<file path="config.mk">
export PLATFORM = sky130hd
export DESIGN_NAME = ehl_ahb_slave_arbiter
export DESIGN_NICKNAME = d
export VERILOG_FILES = /design/src/rtl/ehl_ahb_slave_arbiter_pkg.sv /design/src/rtl/ehl_rr_pick.sv /design/src/rtl/ehl_ahb_slave_arbiter.sv
export SDC_FILE = /design/constraint.sdc
export NUM_CORES = 1
export LEC_CHECK = 0
export ABC_AREA = 1
export CAP_MARGIN = 10
export CORE_ASPECT_RATIO = 1.25
export CORE_MARGIN = 3
export CORE_UTILIZATION = 40
export CTS_CLUSTER_SIZE = 25
export DETAILED_ROUTE_END_ITERATION = 10
export HOLD_SLACK_MARGIN = 0.03
export MAX_ROUTING_LAYER = met4
export PLACE_DENSITY = 0.71
export SLEW_MARGIN = 5
export SYNTH_ARGS = -nofsm -noshare
export SYNTH_HDL_FRONTEND = slang
export SYNTH_SLANG_ARGS = --single-unit
</file>
<file path="constraint.sdc">
create_clock -name hclk -period 5.5 [get_ports hclk]
set_clock_uncertainty 0.1 [all_clocks]
set_input_delay 1.1 -clock hclk [delete_from_list [all_inputs] [get_ports hclk]]
set_output_delay 1.1 -clock hclk [all_outputs]
set_load 0.1 [all_outputs]
</file>
<file path="src/rtl/ehl_ahb_slave_arbiter_pkg.sv">
// Shared AHB definitions for the slave-port arbiter: HTRANS codes, FSM state encoding
// and helpers for deriving req/cont from a master's HTRANS.
package ehl_ahb_slave_arbiter_pkg;

    localparam logic [1:0] HTRANS_IDLE   = 2'b00;
    localparam logic [1:0] HTRANS_BUSY   = 2'b01;
    localparam logic [1:0] HTRANS_NONSEQ = 2'b10;
    localparam logic [1:0] HTRANS_SEQ    = 2'b11;

    typedef enum logic [1:0] {
        ST_IDLE  = 2'd0,
        ST_ADDR  = 2'd1,
        ST_BURST = 2'd2
    } arb_state_e;

    function automatic logic htrans_cont(input logic [1:0] htrans);
        return (htrans == HTRANS_SEQ) || (htrans == HTRANS_BUSY);
    endfunction

    function automatic logic htrans_req(input logic [1:0] htrans);
        return (htrans == HTRANS_NONSEQ) || htrans_cont(htrans);
    endfunction

endpackage

</file>
<file path="src/rtl/ehl_rr_pick.sv">
// Combinational round-robin picker: rotate req so rr_ptr lands on bit 0, take the
// lowest set bit, then rotate the offset back into a master index.
module ehl_rr_pick #(
    parameter int MNUM = 8,
    parameter int IDXW = 3
) (
    input  logic [MNUM-1:0] req,
    input  logic [IDXW-1:0] rr_ptr,
    output logic [MNUM-1:0] win,
    output logic [IDXW-1:0] win_idx,
    output logic            valid
);

    logic [MNUM-1:0] rot;
    int              off;
    int              sum;

    always_comb begin
        rot     = MNUM'({req, req} >> rr_ptr);
        valid   = |req;
        off     = 0;
        for (int i = MNUM - 1; i >= 0; i--) begin
            if (rot[i]) off = i;
        end
        sum = int'(rr_ptr) + off;
        if (sum >= MNUM) sum = sum - MNUM;
        win_idx = valid ? IDXW'(sum) : '0;
        win     = '0;
        for (int j = 0; j < MNUM; j++) begin
            win[j] = valid && (sum == j);
        end
    end

endmodule

</file>
<file path="src/rtl/ehl_ahb_slave_arbiter.sv">
// Round-robin arbiter for one AHB matrix slave port: address-phase grant, data-phase ack.
// Build option EHL_AHB_ARB_BURST_HOLD_EN keeps ownership across SEQ/BUSY beats.
module ehl_ahb_slave_arbiter
    import ehl_ahb_slave_arbiter_pkg::*;
#(
    parameter int MNUM = 8,
    parameter int IDXW = 3
) (
    input  logic            hclk,
    input  logic            hresetn,
    input  logic [MNUM-1:0] req,
    input  logic [MNUM-1:0] cont,
    input  logic            is_hready,
    output logic [MNUM-1:0] grant,
    output logic [IDXW-1:0] grant_idx,
    output logic [MNUM-1:0] ack,
    output logic [MNUM-1:0] done,
    output logic            busy
);

    arb_state_e      state, state_nxt;
    logic [MNUM-1:0] grant_nxt, ack_nxt;
    logic [IDXW-1:0] idx_nxt;
    logic [IDXW-1:0] rr_ptr, ptr_nxt;
    logic [MNUM-1:0] pick_win;
    logic [IDXW-1:0] pick_idx;
    logic            pick_vld;
    logic            rearb;

    ehl_rr_pick #(
        .MNUM(MNUM),
        .IDXW(IDXW)
    ) u_pick (
        .req     (req),
        .rr_ptr  (rr_ptr),
        .win     (pick_win),
        .win_idx (pick_idx),
        .valid   (pick_vld)
    );

`ifdef EHL_AHB_ARB_BURST_HOLD_EN
    logic own_req, own_cont;
    assign own_req  = |(req & grant);
    assign own_cont = |(cont & grant);
`else
    logic unused_cont;
    assign unused_cont = ^cont;
`endif

    // rr_ptr always sits just past the owner, so the owner is scanned last and only
    // wins again when nobody else is requesting.
    always_comb begin
        state_nxt = state;
        grant_nxt = grant;
        idx_nxt   = grant_idx;
        ptr_nxt   = rr_ptr;
        ack_nxt   = ack;
        rearb     = 1'b0;
        if (is_hready) begin
            ack_nxt = grant & req;
            case (state)
                ST_IDLE: rearb = 1'b1;
`ifdef EHL_AHB_ARB_BURST_HOLD_EN
                ST_ADDR: begin
                    if (own_req && own_cont) state_nxt = ST_BURST;
                    else                     rearb     = 1'b1;
                end
                ST_BURST: begin
                    if (!own_cont) rearb = 1'b1;
                end
`else
                ST_ADDR:  rearb = 1'b1;
                ST_BURST: rearb = 1'b1;
`endif
                default:  rearb = 1'b1;
            endcase
            if (rearb) begin
                if (pick_vld) begin
                    state_nxt = ST_ADDR;
                    grant_nxt = pick_win;
                    idx_nxt   = pick_idx;
                    ptr_nxt   = (pick_idx == IDXW'(MNUM - 1)) ? '0 : pick_idx + 1'b1;
                end else begin
                    state_nxt = ST_IDLE;
                    grant_nxt = '0;
                    idx_nxt   = '0;
                end
            end
        end
    end

    always_ff @(posedge hclk or negedge hresetn) begin
        if (!hresetn) begin
            state     <= ST_IDLE;
            grant     <= '0;
            grant_idx <= '0;
            ack       <= '0;
            rr_ptr    <= '0;
        end else begin
            state     <= state_nxt;
            grant     <= grant_nxt;
            grant_idx <= idx_nxt;
            ack       <= ack_nxt;
            rr_ptr    <= ptr_nxt;
        end
    end

    assign done = ack & {MNUM{is_hready}};
    assign busy = (|grant) | (|ack);

endmodule

</file>
==> parameters.txt, run 1 <==
Parameter                              Value

Synthesis
  Synth area leader    dfrtp_1
  Number of distinct standard cells referenced by the synthesized netlist    27
  Synthesized net count    230
  Multiplexer share of the synthesized area    0%
  Combinational family with the most area after synthesis    simple AND/OR/NAND/NOR gates
  Share of the synthesized area in the top cell type    37.87%
  Fraction of the mapped netlist area in compound gates    8.950%
  Synthesized-area fraction occupied by adder cells    under 10%
  Instance count of the mapped netlist    around 210
  Share of synthesized cell area in and, or, nand and nor gates    40.36%
  Synth Area in XOR/XNOR    0.6024%
  Synthesis Warnings    0
  Part of the Yosys area used for sequential elements    between 30% and 40%
  Largest cells by area after synthesis    dfrtp_1 (38%), nand2_1 (22%), nand3_1 (9.3%)
  Per-instance average area after synthesis    7.024 um2
  Post-synth design cell area    between 1000 and 1500 um2
  Number of flip-flops and latches in the synthesized netlist    22

Clocking
  Worst-case clock buffer depth    2
  Clock tree from TritonCTS    done
  Clock latency on the worst-skew pair    around 260 ps
  Number of H-tree branching levels    1
  Clock-pin transition on the worst setup and hold timing paths    ~80 ps
  Num Clock Sinks    22
  Number of buffers added for setup after CTS    0
  Resized cells post-CTS    0
  Count of hold-fix buffers inserted at cts    0
  Root buffer cell    clkbuf_8
  Number of buffers inserted during clock tree synthesis    3

Cells and area
  Number of diodes added for antenna fixing    0
  Share of post-route cells with drive strength above 1    between 10% and 20%
  Area Growth Syn to Fin    29.69%
  Final Non-Filler Cells    ~280
  Core Util, Final    a little under three fifths
  Nets@finish    266
  Final std cell area, no fill    roughly 1900 um2

Floorplanning
  Floorplan row count    23
  Width of the die    around 60 um
  Die outline height    73.41 um
  # IOs    47
  Core area    3338 um2
  Initial Utilization    43.55%
  Die ar.    roughly 4400 um2

Place
  Post-detailed-placement cell area    1814 um2
  Port Buffer Count    38
  Post-placement cell count    275
  Final estimated routing congestion in global placement    0.8403
  Post-DP HPWL    2.902 mm

Worst setup path
  Arrival @ worst endpoint    a little under 4000 ps
  Crit end category    register
  Category of the critical setup timing path    input pin to register
  Largest stage delay, worst path    ~560 ps
  Data required, critical path    5550 ps
  Highest fanout seen on the critical path    4
  Critical path, cell by cell    clkdlybuf4s50_1 > nand2_1 > nand3_1 > nand2_1 > nand2_1 > nand2_1 > nand2_1 > nand2_1 > nand2_1 > nand2_1 > nand2_1 > a21oi_2 > ha_1 > fa_1 > inv_1 > nor2_1 > ha_1 > inv_1 > o221ai_1 > inv_1
  Critical Path Source Type    input pin
  Most frequent CP cell    nand2_1
  Path depth of the worst reg2reg path    17
  Slowest library cell on the worst path    clkdlybuf4s50_1
  Crit Reg-Reg Startpoint    rr_ptr[0]
  RR Endpoint    rr_ptr[2]
  Setup slack, reg-to-reg    2330 ps

Global route
  Initial antenna violation count    0
  GR Overflow Total    0
  Largest net degree at the start of global routing    23
  Global-route wire length before repair    6.534 mm
  Via count of the first global-routing pass    1430
  All-layer global routing usage    19.83%

Min path
  Number of cells on the worst hold path    2
  Startpoint of the tightest hold check path    grant_idx[2]
  Path type of the worst min-delay path    register to register
  Destination of the worst hold path    grant_idx[2]

Detailed routing
  Per-cell via count in the routed design    5.151
  Wirelength per Cell    13.79 um
  First DRT Iteration DRCs    56
  Number of vias in the routed layout    1437
  Initial DRT Pass Iterations    5
  Antenna-violating nets left    0
  DRC violation count after routing    0
  Total wire length after detailed routing    about 3.8 mm

Run status
  Status    complete, no violations

Timing
  Setup repair after global routing missed its margin    no
  Final period utilization    between 60 and 70%
  Slew at the pin closest to its max-slew limit    between 1000 and 1500 ps
  Aggregate negative setup slack    0 ps
  Final Max Tran Viols    0
  Final critical-path required period    between 3000 and 4000 ps
  Count of final hold-check violations    0
  Fmax    ~0.26 GHz
  Relative slew slack    32.93%
  Final setup violating endpoints    0

Job
  Count of max-cap constraint violations    0
==> kinds of logic after synthesis <==
group | count (synthesis)
AOI/OAI and AO/OA | 19
xor gates and xnor gates | 1
adders and majority gates | 4
buffers and inverters | 26
DFF | 22
and+or+nand+nor | 135
==> synth_stat cells <==
master	count
nand2_1	87
nand3_1	27
dfrtp_1	22
inv_1	15
o21ai_0	11
nor2_1	10
buf_2	4
nor4_1	4
a31oi_2	3
ha_1	3
inv_2	3
buf_6	2
nand3_2	2
a21oi_2	1
a31oi_1	1
buf_1	1
fa_1	1
inv_4	1
nand4_1	1
nor2_2	1
nor2_4	1
nor3_2	1
o21ai_1	1
o21ai_2	1
o221ai_1	1
or2_4	1
xnor2_1	1
==> critical path: cells and delay by family <==
family | cells | cell delay (ps)
buf+inv | 4 | 760
simple gates | 11 | 910
compound gates | 2 | 210
fa+ha+maj | 3 | 920
==> cell type report <==
| type | count | area, um2 |
|---|---|---|
| Inverter | 19 | 73.82 |
| Sequential cell | 22 | 550.5 |
| Clock inverter | 1 | 30.03 |
| Fill cell | 325 | 1453 |
| Tap cell | 37 | 46.29 |
| Timing Repair Buffer | 38 | 360.3 |
| Multi-Input combinational cell | 159 | 783.3 |
| Clock buffer | 3 | 41.29 |
==> per-stage QoR <==
stage	hold slack, ps	setup slack, ps
final	386.1	1659
after global placement	366.7	1436
after detailed placement	369.3	1413
after global routing	423.4	1332
after CTS	392.6	1675
after floorplan	511.8	2084
==> placed cells by master (no fill, tap or decap), types with 4 or more instances in the layout <==
master / Yosys / routed
nand3_1: 27 / 27
inv_1: 15 / 15
clkdlybuf4s50_1: 0 / 30
nand2_1: 87 / 87
nor4_1: 4 / 4
o21ai_0: 11 / 11
buf_4: 0 / 8
dfrtp_1: 22 / 22
nor2_1: 10 / 10
==> state kept, by name, indices dropped and copies added (netlist names) <==
register and count:
ack 8, grant 8, grant_idx 3, rr_ptr 3
==> per-layer routing <==
metal / GRT usage, % / share of wire [%]
met1: 24.70 / 46
met2: 31.61 / 49
met3: 3.866 / 4.0
met4: 7.143 / 1.6
met5: - / 0
==> worst max path at each step <==
stage          startpoint        end
2_1_floorplan   is_hready    done[1]
3_3_place_gp       req[1]  rr_ptr[2]
3_5_place_dp       req[1]  rr_ptr[2]
4_1_cts            req[3]  rr_ptr[2]
5_1_grt            req[1]  rr_ptr[2]
6_report           req[1]  rr_ptr[2]
Power of run 1 is left out: the tool's default activity adds up to more than one toggle a clock period on the data nets, which glitch-free logic cannot reach.
==> inputs of run 2 (changes only) <==
==> constraint.sdc (replaced) <==
create_clock -name hclk -period 3.7 [get_ports hclk]
set_clock_uncertainty 0.1 [all_clocks]
set_input_delay 0.74 -clock hclk [delete_from_list [all_inputs] [get_ports hclk]]
set_output_delay 0.74 -clock hclk [all_outputs]
set_load 0.1 [all_outputs]
==> parameters.txt, run 2 (same netlist as run 1, synthesis figures left out) <==
Parameter                              Value

Run status
  Status    complete, no violations (unchanged)

Global route
  Largest net degree at the start of global routing    23 (unchanged)
  Global-route wire length before repair    6.906 mm (was 6.534 mm)
  Initial antenna violation count    0 (unchanged)
  GR Overflow Total    0 (unchanged)
  All-layer global routing usage    21.38% (was 19.83%)
  Via count of the first global-routing pass    1512 (was 1430)

Job
  Count of max-cap constraint violations    0 (unchanged)

Worst setup path
  Beginning of the critical path    req[1] (unchanged)
  Category of the critical setup timing path    input pin to register (unchanged)
  Critical Path Source Type    input pin (unchanged)
  Path depth of the worst reg2reg path    19 (was 17)
  Highest fanout seen on the critical path    4 (unchanged)
  Data required, critical path    3760 ps (was 5550 ps)
  Crit end category    register (unchanged)
  Arrival @ worst endpoint    3430 ps (was 3890 ps)
  Crit Reg-Reg Startpoint    rr_ptr[0] (unchanged)

Timing
  Relative slew slack    33.70% (was 32.93%)
  Count of final hold-check violations    0 (unchanged)
  Aggregate negative setup slack    0 ps (unchanged)
  Slew at the pin closest to its max-slew limit    991.4 ps (was 1003 ps)
  Final setup violating endpoints    0 (unchanged)
  Final critical-path required period    ~3400 ps
  Fmax    0.2973 GHz
  Final Max Tran Viols    0 (unchanged)
  Final period utilization    90.90%
  Setup repair after global routing missed its margin    no (unchanged)

Detailed routing
  Total wire length after detailed routing    3.895 mm (was 3.848 mm)
  DRC violation count after routing    0 (unchanged)
  Per-cell via count in the routed design    5.244 (was 5.151)
  Initial DRT Pass Iterations    4 (was 5)
  First DRT Iteration DRCs    44 (was 56)
  Number of vias in the routed layout    1505 (was 1437)
  Wirelength per Cell    13.57 um (was 13.79 um)
  Antenna-violating nets left    0 (unchanged)

Min path
  Number of cells on the worst hold path    2 (unchanged)
  Startpoint of the tightest hold check path    grant_idx[1] (was grant_idx[2])
  Path type of the worst min-delay path    register to register (unchanged)

Cells and area
  Number of diodes added for antenna fixing    0 (unchanged)
  Commonest non-fill, non-tap cell in the layout    nand2_1 (unchanged)
  Share of post-route cells with drive strength above 1    14.00% (was 11.16%)
  Area Growth Syn to Fin    39.59% (was 29.69%)
  Highest-count cells in the layout ignoring fill and taps    nand2_1 (87), clkdlybuf4s50_1 (30), nand3_1 (27), dfrtp_1 (22), inv_1 (15) (unchanged)
  Largest registers in the final layout    ack x8, grant x8 (unchanged)
  Nets@finish    274 (was 266)
  Core Util, Final    60.79% (was 56.48%)

Floorplanning
  Floorplan row count    23 (unchanged)
  Initial Utilization    43.55% (unchanged)
  Die ar.    4399 um2 (unchanged)
  Width of the die    59.93 um (unchanged)
  Core area    3338 um2 (unchanged)
  # IOs    47 (unchanged)
  Die outline height    73.41 um (unchanged)

Place
  Port Buffer Count    38 (unchanged)
  Final estimated routing congestion in global placement    0.8608 (was 0.8403)
  Post-DP HPWL    2.957 mm (was 2.902 mm)

Clocking
  Root buffer cell    clkbuf_8 (unchanged)
  Resized cells post-CTS    0 (unchanged)
  Worst-case clock buffer depth    2 (unchanged)
  Number of buffers inserted during clock tree synthesis    3 (unchanged)
  Number of buffers added for setup after CTS    0 (unchanged)
  Clock-pin transition on the worst setup and hold timing paths    80 ps (about the same)
  Clock latency on the worst-skew pair    270 ps (was 260 ps)
  Clock tree from TritonCTS    done (unchanged)
  Num Clock Sinks    22 (unchanged)
  Number of H-tree branching levels    1 (unchanged)
  Count of hold-fix buffers inserted at cts    0 (unchanged)

Power
  Static leakage power    roughly 0.0010 uW
  Ratio of total power to cell area    1036 nW/um2
  Worst voltage drop across the vdd grid    0.7897 mV
## run 2: cell count changes in the layout (fill, tap and decap cells not counted)
cell	previous run	this run
clkbuf_8	3	4
buf_12	0	8
bufinv_16	1	0
## run 2: power breakdown
part	internal, uW	switching, uW
Sequential	311	96.0
Combinational	484	1030
Clock	95.2	83.3
Total	890	1210
## run 2: per-stage QoR
stage	instance area, um2	std cells	setup slack, ps	power (uW)	hold WS [ps]
after floorplan	1454	207	790.8	1544	344.4
after global placement	1974	283	84.40	1905	366.3
after detailed placement	1974	283	74.11	1927	370.6
after CTS	2029	287	363.1	2113	391.4
after global routing	2029	287	57.17	2288	429.5
final	2029	287	336.7	2103	384.8
## run 2: area by class of cell
cell class,instances,area (um2)
clock buffers,4,55.05
fillers,310,1309
inverters,19,73.82
multi-input cells,159,783.3
flip-flops and latches,22,550.5
well taps,37,46.29
repair buffers,46,520.5
## run 2: worst max-delay path, cell delays in order
cell and delay, ps:
clkdlybuf4s50_1 560, nand2_1 90, nand3_1 110, nand2_1 90, nand2_1 60, nand2_1 70
nand2_1 60, nand2_1 40, nand2_1 50, nand2_1 40, nand2_1 80, a21oi_2 60
ha_1 190, fa_1 520, inv_1 80, nor2_1 150, ha_1 160, inv_1 50
o221ai_1 170, inv_1 60
## run 2: worst paths after layout
kind	end	slack, ps
min in group asynchronous	grant_idx[2]	910
max reg2reg	rr_ptr[2]	640
max in group asynchronous	ack[5]	1990
max	rr_ptr[2]	340
min	grant_idx[1]	380
min reg2reg	grant_idx[1]	380
## run 2: per-layer routing
layer / GRT usage, % / part of all wire (%) / wire length [um]
met2: 31.97 / 47 / 1833
met4: 12.81 / 3.9 / 150
met3: 2.988 / 3.7 / 146
met5: - / 0 / 0
met1: 27.04 / 45 / 1765
Power figures use the tool's default switching activity.
